$ cat config.mk
export PLATFORM = sky130hd
export DESIGN_NAME = noc_link_arbiter
export DESIGN_NICKNAME = d
export VERILOG_FILES = /design/src/rtl/noc_link_arbiter.sv
export SDC_FILE = /design/constraint.sdc
export NUM_CORES = 1
export LEC_CHECK = 0
export ABC_CLOCK_PERIOD_IN_PS = 5000
export BUFFER_PORTS_ARGS = -buffer_cell sky130_fd_sc_hd__buf_2
export CAP_MARGIN = 20
export CORE_AREA = 2 2 74 76
export DETAILED_ROUTE_END_ITERATION = 6
export DIE_AREA = 0 0 76 78
export PLACE_DENSITY = 0.87
export REMOVE_ABC_BUFFERS = 1
export SKIP_CTS_REPAIR_TIMING = 1
export SLEW_MARGIN = 25
export SYNTH_ARGS = -nofsm -noshare
export SYNTH_HDL_FRONTEND = slang
export SYNTH_SLANG_ARGS = --single-unit
$ cat constraint.sdc
create_clock -name clk -period 5 [get_ports clk]
set_clock_uncertainty 0.1 [all_clocks]
set_input_delay 0.5 -clock clk [delete_from_list [all_inputs] [get_ports clk]]
set_output_delay 0.5 -clock clk [all_outputs]
set_load 0.02 [all_outputs]
$ cat src/rtl/noc_link_arbiter.sv
// Packet-level round-robin arbiter sharing one NoC link channel; a grant is held until the last flit is accepted.
// Define NOC_ARB_OUTREG_EN to register out_* through a 2-entry skid buffer (cuts the out_ready -> in_ready path).
module noc_link_arbiter #(
  parameter int FLIT_WIDTH = 34,
  parameter int INPUTS     = 4
) (
  input  logic                         clk,
  input  logic                         rst,
  input  logic [INPUTS*FLIT_WIDTH-1:0] in_flit,
  input  logic [INPUTS-1:0]            in_last,
  input  logic [INPUTS-1:0]            in_valid,
  output logic [INPUTS-1:0]            in_ready,
  output logic [FLIT_WIDTH-1:0]        out_flit,
  output logic                         out_last,
  output logic                         out_valid,
  input  logic                         out_ready,
  output logic [INPUTS-1:0]            grant
);
  localparam int PW = $clog2(INPUTS);

  typedef enum logic {IDLE, LOCKED} state_t;

  state_t                r_state, w_state_nxt;
  logic [PW-1:0]         r_ptr, w_ptr_nxt;
  logic [PW-1:0]         r_idx, w_idx_nxt;
  logic [INPUTS-1:0]     r_grant, w_grant_nxt;
  logic [PW-1:0]         w_pick, w_cand;
  logic                  w_pick_vld;
  logic                  w_locked;
  logic                  w_sel_vld, w_sel_last;
  logic [FLIT_WIDTH-1:0] w_sel_flit;
  logic                  w_up_rdy;
  logic                  w_accept;

  // Scan downward so the candidate closest to ptr+1 overwrites the others.
  always_comb begin
    w_pick     = '0;
    w_pick_vld = 1'b0;
    w_cand     = '0;
    for (int k = INPUTS; k >= 1; k--) begin
      w_cand = PW'((int'(r_ptr) + k) % INPUTS);
      if (in_valid[w_cand]) begin
        w_pick     = w_cand;
        w_pick_vld = 1'b1;
      end
    end
  end

  assign w_locked   = (r_state == LOCKED);
  assign w_sel_vld  = in_valid[r_idx];
  assign w_sel_last = in_last[r_idx];
  assign w_sel_flit = in_flit[int'(r_idx)*FLIT_WIDTH +: FLIT_WIDTH];
  assign w_accept   = w_locked && w_sel_vld && w_up_rdy;
  assign in_ready   = r_grant & {INPUTS{w_up_rdy}};
  assign grant      = r_grant;

  always_comb begin
    w_state_nxt = r_state;
    w_ptr_nxt   = r_ptr;
    w_idx_nxt   = r_idx;
    w_grant_nxt = r_grant;
    case (r_state)
      IDLE: begin
        if (w_pick_vld) begin
          w_state_nxt = LOCKED;
          w_idx_nxt   = w_pick;
          w_grant_nxt = {{(INPUTS-1){1'b0}}, 1'b1} << w_pick;
        end
      end
      LOCKED: begin
        if (w_accept && w_sel_last) begin
          w_state_nxt = IDLE;
          w_ptr_nxt   = r_idx;
          w_grant_nxt = '0;
        end
      end
      default: w_state_nxt = IDLE;
    endcase
  end

  always_ff @(posedge clk or posedge rst) begin
    if (rst) begin
      r_state <= IDLE;
      r_ptr   <= PW'(INPUTS-1);
      r_idx   <= '0;
      r_grant <= '0;
    end else begin
      r_state <= w_state_nxt;
      r_ptr   <= w_ptr_nxt;
      r_idx   <= w_idx_nxt;
      r_grant <= w_grant_nxt;
    end
  end

`ifdef NOC_ARB_OUTREG_EN
  logic [FLIT_WIDTH:0] r_buf [2];
  logic                r_wr, r_rd;
  logic [1:0]          r_cnt;
  logic                w_pop;

  // Readiness depends only on occupancy, so upstream never sees out_ready combinationally.
  assign w_up_rdy = (r_cnt != 2'd2);
  assign w_pop    = (r_cnt != 2'd0) && out_ready;

  always_ff @(posedge clk or posedge rst) begin
    if (rst) begin
      r_buf[0] <= '0;
      r_buf[1] <= '0;
      r_wr     <= 1'b0;
      r_rd     <= 1'b0;
      r_cnt    <= 2'd0;
    end else begin
      if (w_accept) begin
        r_buf[r_wr] <= {w_sel_last, w_sel_flit};
        r_wr        <= ~r_wr;
      end
      if (w_pop) begin
        r_rd <= ~r_rd;
      end
      r_cnt <= r_cnt + {1'b0, w_accept} - {1'b0, w_pop};
    end
  end

  assign out_valid             = (r_cnt != 2'd0);
  assign {out_last, out_flit}  = out_valid ? r_buf[r_rd] : '0;
`else
  assign w_up_rdy  = out_ready;
  assign out_valid = w_locked && w_sel_vld;
  assign out_last  = w_locked && w_sel_last;
  assign out_flit  = w_locked ? w_sel_flit : '0;
`endif

endmodule

==> summary.md, run 1 <==
| Metric | Value |
|---|---|
| Worst r2r dst | r_ptr[0]$_DFFE_PP1P_ |
| Final-report setup violation count | 0 |
| Max IR drop VDD | 328 uV |
| Synthesized cell area | 0.00159 mm^2 |
| Hold Violations, Final | 0 |
| Area growth from synthesis to final layout | 64.5% |
| Cts bufs inserted | 3 |
| CP arrival | 2.26 ns |
| Die Y | 78 um |
| Leakage power | 1.35 nW |
| # DRC | 0 |
| Worst setup SP type | flip-flop |
| Slew HR | 0.651 |
| Num Clock Sinks | 9 |
| Die area | 0.00593 mm^2 |
| Achievable Freq | 0.349 GHz |
| Filler cells | 459 |
| WP data required | 4.40 ns |
| Post-synthesis simple-gate area fraction | 0.207 |
| Core box area | 0.00504 mm^2 |
| Syn Inst Count | 135 |
| Clk_lat worst skew | 0.24 ns |
| Worst Hold Class | in2async |
| Initial Util | 0.316 |
| H-tree depth | 1 |
| R2R cell count | 3 |
| Setup WS pre-CTS | 2.34 ns |
| Commonest non-fill, non-tap cells in the layout | 190 x buf_2, 39 x and2_1, 35 x mux4_2, 6 x nand2_1 |
| Initial antenna violation count | 0 |
| Post-synth cell types | 28 |
| Num ports | 191 |
| First drt pass iteration count | 4 |
| Fin crit share | 0.572 |
| Largest family of logic cells by synthesized area | multiplexers |
| # rows | 26 |
| Status | finished clean |
| Antenna-violating nets left | 0 |
| Clk pin slew, worst setup/hold paths | 0.05 ns |
| Vias per inst | 5.02 |
| HPWL after detailed placement | 5410 um |
| Final TNS setup | 0 ns |
| Largest net degree at the start of global routing | 41 |
| RSZ-0062 raised after global routing | no |
| Pins over their slew limit | 0 |
| Fin crit period | 2.86 ns |
| Routed length per placed instance | 16.5 um |
| Most common cell after layout, fill and taps aside | buf_2 |
| Post-synthesis sequential area ratio | 0.143 |
| R2R Setup Slk | 3.02 ns |
| Adder-cell share of the synthesized area | 0 |
| Vias in the first global route | 1,992 |
| Post-synthesis xor/xnor area fraction | 0 |
| 1st-iter DRT viols | 51 |
| Mux contribution to synthesized area | 0.526 |
| Die width | 76 um |
| Worst setup margin | 2.14 ns |
| Layout Nets | 465 |
| Max FO, Critical Path | 26 |
| First-pass GRT wire length | 9750 um |
| Avg Inst Size Synth | 11.8 um^2 |
| Total global routing overflow | 0 |
| Pwr Density | 509 mW/mm^2 |
| Yosys reg bits | 9 |
| # port buffers | 190 |
| GP Congestion | 0.823 |
| Routed wire length | 6420 um |
| CTS Root Cell | clkbuf_8 |
| TritonCTS clock tree | yes |
| Max_cap viols | 0 |
| Synth Area in Compound Gates | 0.0691 |
| DR vias | 1,947 |
| Critical R2R Launch | r_idx[0]$_DFFE_PP0P_ |
| Ys Warns | 0 |
| Actual slew at the worst max-slew pin | 0.523 ns |
| Longest Clk Path Bufs | 2 |
| CP Class | reg2out |
| Layout cell share with drive strength beyond 1 | 0.751 |
| Crit path capture type | output pin |
| GRT Overall Usage | 0.206 |
-- critical path, stage by stage (launching register included) --
cell,delay [ns]
dfrtp_2,0.61
buf_4,0.50
mux4_2,0.57
and2_1,0.17
buf_2,0.15
-- cell families (layout without fill, tap and decap cells) --
family / Yosys count / after routing
AO/OA/AOI/OAI: 14 / 14
buffers and inverters: 17 / 199
flip-flops: 9 / 9
multiplexers: 39 / 39
other: 0 / 1
AND/OR/NAND/NOR: 56 / 56
-- sequential cells by signal, indices dropped and copies added, names as in the netlist --
register,cells
r_state,1
r_ptr,2
grant,4
r_idx,2
-- stage by stage --
step | power (mW) | hold WS [ns] | cell area (um^2) | instances | utilization
6_report | 1.33 | 0.105 | 2620 | 388 | 0.520
2_1_floorplan | 0.932 | 0.226 | 1520 | 121 | -
5_1_grt | 1.43 | 0.136 | 2620 | 387 | 0.519
3_5_place_dp | 1.26 | 0.367 | 2570 | 383 | 0.510
3_3_place_gp | 1.24 | 0.364 | 2570 | 383 | 0.510
4_1_cts | 1.35 | 0.117 | 2620 | 387 | 0.519
-- power breakdown --
| part | total (mW) | internal [mW] | switching [mW] |
|---|---|---|---|
| clock network | 0.0845 | 0.0556 | 0.0289 |
| registers | 0.189 | 0.110 | 0.0784 |
| logic | 1.06 | 0.522 | 0.539 |
| total | 1.33 | 0.688 | 0.646 |
-- layout make-up --
class / count / area, um^2 / area share
sequential: 9 / 230 / 0.0879
clock buffer: 4 / 45.0 / 0.0172
inverter: 3 / 11.3 / 0.00430
tap: 70 / 87.6 / 0.0334
antenna: 1 / 2.50 / 0.000955
timing repair buffer: 192 / 966 / 0.369
multi-input combinational: 109 / 1280 / 0.488
-- worst max-delay path by stage --
stage                                     from           end  slack (ns)  depth (start not counted)
after floorplan           r_idx[0]$_DFFE_PP0P_      out_last        1.94                          2
after global placement    r_idx[0]$_DFFE_PP0P_   out_flit[0]        2.37                          4
after detailed placement  r_idx[0]$_DFFE_PP0P_  out_flit[28]        2.34                          4
after CTS                 r_idx[0]$_DFFE_PP0P_   out_flit[0]        2.08                          4
after global routing      r_idx[0]$_DFFE_PP0P_  out_flit[30]        1.94                          4
final                     r_idx[0]$_DFFE_PP0P_  out_flit[28]        2.14                          4
-- synth_stat cells --
library cell	n	area, um^2
and2_1	39	244
mux4_2	35	788
clkbuf_1	8	30.0
dfrtp_1	7	175
nand2_1	6	22.5
nand2b_1	5	31.3
buf_4	4	30.0
inv_1	3	11.3
a21oi_1	2	10.0
dfstp_2	2	52.6
mux2_4	2	30.0
mux2i_1	2	20.0
nor2_1	2	7.51
o21ai_0	2	10.0
o2bb2ai_1	2	17.5
o32ai_1	2	17.5
a211oi_1	1	7.51
a21o_1	1	7.51
and3_1	1	6.26
buf_2	1	5.00
buf_6	1	11.3
nand3_1	1	5.00
nand3b_1	1	7.51
nor3_1	1	5.00
o211ai_1	1	7.51
o221a_2	1	11.3
o221ai_1	1	8.76
o22ai_2	1	12.5
-- per-layer routing --
metal	wire length, um	up-vias	GRT usage
met5	0	-	0
met4	84	0	0.0491
met3	539	7	0.0430
met2	3350	121	0.372
met1	2440	923	0.253
li1	-	896	-
Power figures use the tool's default switching activity.
==> inputs of run 2 (changes only) <==
ABC_AREA = 1   (was unset)
ABC_CLOCK_PERIOD_IN_PS = 2300   (was 5000)
CORE_AREA = unset   (was 2 2 74 76)
CORE_MARGIN = 2   (was unset)
CORE_UTILIZATION = 33   (was unset)
DIE_AREA = unset   (was 0 0 76 78)
PLACE_DENSITY = 0.89   (was 0.87)
clock period = 2.3 ns   (was 5 ns; I/O delays follow)
==> run 2 against run 1 <==
Sequential share of layout area down 0.87 points. Die area up 4.6%. Cell count up 61%. Critical path type unchanged.
==> summary.md, run 2 <==
| Metric | Value |
|---|---|
| Final Util | 0.532 (+0.0120) |
| CP Cell Sequence | inv_2 -> buf_12 -> o21ai_0 -> a21oi_1 -> buf_2 |
| 1st-iter DRT viols | 116 (+130%) |
| DR vias | 3,143 (+61%) |
| Dominant synthesized flop cell | dfrtp_1 |
| Status | finished clean |
| Ys Warns | 0 (unchanged) |
| Fin crit share | 0.911 |
| Filler cells | 564 (+23%) |
| Antenna-violating nets left | 0 (unchanged) |
| Pins over their slew limit | 0 (unchanged) |
| Max_cap viols | 0 (unchanged) |
| Final TNS setup | 0 ns (unchanged) |
| Achievable Freq | 0.477 GHz |
| Post-synth EDFFs | 0 (unchanged) |
| Worst setup SP type | flip-flop |
| Final-report setup violation count | 0 (unchanged) |
| CP arrival | 1.77 ns (-0.49 ns) |
| Vias in the first global route | 2,882 (+45%) |
| Commonest cells in the synthesized netlist | 137 x nor2_1, 70 x o21ai_0, 47 x nand2_1 |
| Worst path slowest cell | dfrtp_2 |
| CP Class | reg2out |
| Largest area contributor in the netlist | nor2_1 |
| Initial antenna violation count | 0 (unchanged) |
| Worst Hold Class | in2reg |
| Area contributors post-synth | nor2_1 28%, o21ai_0 19%, a21oi_1 10%, nand2_1 9.6%, dfrtp_1 9.5% |
| Avg Inst Size Synth | 4.88 um^2 (-59%) |
| Synthesized cell area | 0.00184 mm^2 (+16%) |
| Area growth from synthesis to final layout | 56.9% |
| Actual slew at the worst max-slew pin | 0.659 ns (+0.135 ns) |
| Max FO, Critical Path | 43 (+65%) |
| Worst-case hold slack | 0.261 ns (+0.155 ns) |
| First-pass GRT wire length | 12,000 um (+23%) |
| Post-synthesis sequential area ratio | 0.124 (-0.0194) |
| TritonCTS clock tree | yes |
| Sequential group share of total power | 0.080 (-0.061) |
| Clk_lat worst skew | 0.24 ns (about the same) |
| Hold Violations, Final | 0 (unchanged) |
| Yosys reg bits | 9 (unchanged) |
| Die width | 78.7 um (+3.6%) |
| Die Y | 78.7 um (+0.94%) |
| Total global routing overflow | 0 (unchanged) |
| Pwr Density | 1360 mW/mm^2 (+170%) |
| # rows | 27 (+3.8%) |
| Max IR drop VDD | 754 uV (+130%) |
| Slew HR | 0.560 (-0.0908) |
| Register area | 229 um^2 (-0.54%) |
| Comb pwr share | 0.872 (+0.077) |
| Cts bufs inserted | 3 (unchanged) |
| Critical path's top delay family | buffers and inverters |
| Multi-input logic area | 0.00142 mm^2 (+11%) |
| # DRC | 0 (unchanged) |
| WP data required | 1.97 ns (-2.43 ns) |
| Setup WS pre-CTS | 0.479 ns (-1.86 ns) |
| Clk network pwr share | 0.048 (-0.015) |
| Initial Util | 0.339 (+0.0230) |
| Worst setup margin | 0.204 ns (-1.93 ns) |
| Num ports | 191 (unchanged) |
| First drt pass iteration count | 4 (unchanged) |
| Placed Cells incl. Taps | 618 (+61%) |
| Sw Pwr | 2.41 mW (+270%) |
| Final std cells w/o fill | 623 (+61%) |
| GRT Overall Usage | 0.230 (+0.0240) |
| Layout Nets | 699 (+50%) |
| Layout cell share with drive strength beyond 1 | 0.388 (-0.362) |
| Core box area | 0.00544 mm^2 (+7.9%) |
| Fin crit period | 2.10 ns |
| Clk pin slew, worst setup/hold paths | 0.05 ns (about the same) |
| Asr flop ratio synth | 1.00 (unchanged) |
| Leakage power | 1.66 nW (+23%) |
| RSZ-0062 raised after global routing | no |
| Num Clock Sinks | 9 (unchanged) |
| Largest net degree at the start of global routing | 74 (+80%) |
| Syn Inst Count | 378 (+180%) |
| Longest Clk Path Bufs | 2 (unchanged) |
| HPWL after detailed placement | 5630 um (+4.1%) |
| H-tree depth | 1 (unchanged) |
| Count leader, synth | nor2_1 |
| Commonest non-fill, non-tap cells in the layout | 190 x buf_2, 137 x nor2_1, 70 x o21ai_0, 47 x nand2_1, 37 x a21oi_1 |
| # diodes | 0 (-1) |
| Yosys top cell area share | 0.279 (-0.216) |
| Power Internal | 1.54 mW (+120%) |
| GP Congestion | 0.900 (+9.4%) |
| Routed wire length | 7480 um (+17%) |
| Most common cell after layout, fill and taps aside | buf_2 |
| Worst Path Buf+Inv | 3 (+1) |
| Sw Ratio | 0.610 (+0.125) |
| Max incr delay on CP | 0.42 ns (-0.19 ns) |
| Max FFs per register | 4 (unchanged) |
| Post-synth cell types | 21 (-25%) |
| CTS Root Cell | clkbuf_8 |
| # port buffers | 190 (unchanged) |
| Vias per inst | 5.04 (+0.54%) |
| Routed length per placed instance | 12.0 um (-27%) |
| Crit path capture type | output pin |
| Die area | 0.00620 mm^2 (+4.6%) |
run 2: cell types whose count changed after synthesis, moves of 8 or more:
| cell | delta |
|---|---|
| nor2_1 | +135 |
| o21ai_0 | +68 |
| nand2_1 | +41 |
| and2_1 | -39 |
| a21oi_1 | +35 |
| mux4_2 | -35 |
| nand3_1 | +18 |
| inv_1 | +13 |
| buf_1 | +8 |
run 2: power by group through the flow:
stage,combinational (mW),clock [mW],sequential [mW]
after floorplan,2.13,0,0.490
after global placement,3.35,0,0.310
after detailed placement,3.44,0,0.315
after CTS,3.45,0.194,0.315
after global routing,3.84,0.198,0.328
final,3.44,0.191,0.316
run 2: worst reg2reg max path, stage by stage (launching register included):
cell     delay, ns
dfstp_2       0.66
inv_2         0.12
nand2_4       0.08
nand2_2       0.06
or2_4         0.27
o21ai_4       0.24
inv_2         0.05
nand3_1       0.08
nand2_1       0.05
run 2: metal layers:
layer,GRT usage,up-vias,share of wire
li1,-,1569,-
met1,0.254,1398,0.39
met2,0.442,159,0.50
met3,0.0261,17,0.094
met4,0.0930,0,0.020
met5,0,-,0
run 2: stage by stage:
stage               total power [mW]  cell area (um^2)
detailed placement              3.75              2840
finish                          3.94              2890
global placement                3.66              2840
global route                    4.36              2890
floorplan                       2.62              1720
CTS                             3.96              2880
run 2: layout make-up:
cell class / count / area share
clock buffers: 3 / 0.0143
repair buffers: 196 / 0.358
well taps: 72 / 0.0312
multi-input cells: 322 / 0.489
flip-flops and latches: 9 / 0.0792
inverters: 20 / 0.0260
clock inverters: 1 / 0.00173
run 2: worst paths after layout:
check / startpoint / end / slack, ns / cells past startpoint
min in group asynchronous: rst / grant[0]$_DFFE_PP0P_ / 0.40 / 3
setup / recovery: r_idx[0]$_DFFE_PP0P_ / out_flit[2] / 0.20 / 5
setup reg to reg: r_ptr[0]$_DFFE_PP1P_ / grant[0]$_DFFE_PP0P_ / 0.49 / 8
max in group asynchronous: rst / r_ptr[1]$_DFFE_PP1P_ / 1.40 / 3
hold / removal: out_ready / r_ptr[0]$_DFFE_PP1P_ / 0.26 / 3
hold reg to reg: r_state$_DFF_PP0_ / r_state$_DFF_PP0_ / 0.39 / 2
run 2: cells by family (layout without fill, tap and decap cells):
kind of cell / after synthesis / after routing / synth area share
buf+inv: 47 / 220 / 0.109
compound gates: 113 / 113 / 0.315
simple gates: 209 / 209 / 0.453
flops: 9 / 9 / 0.124
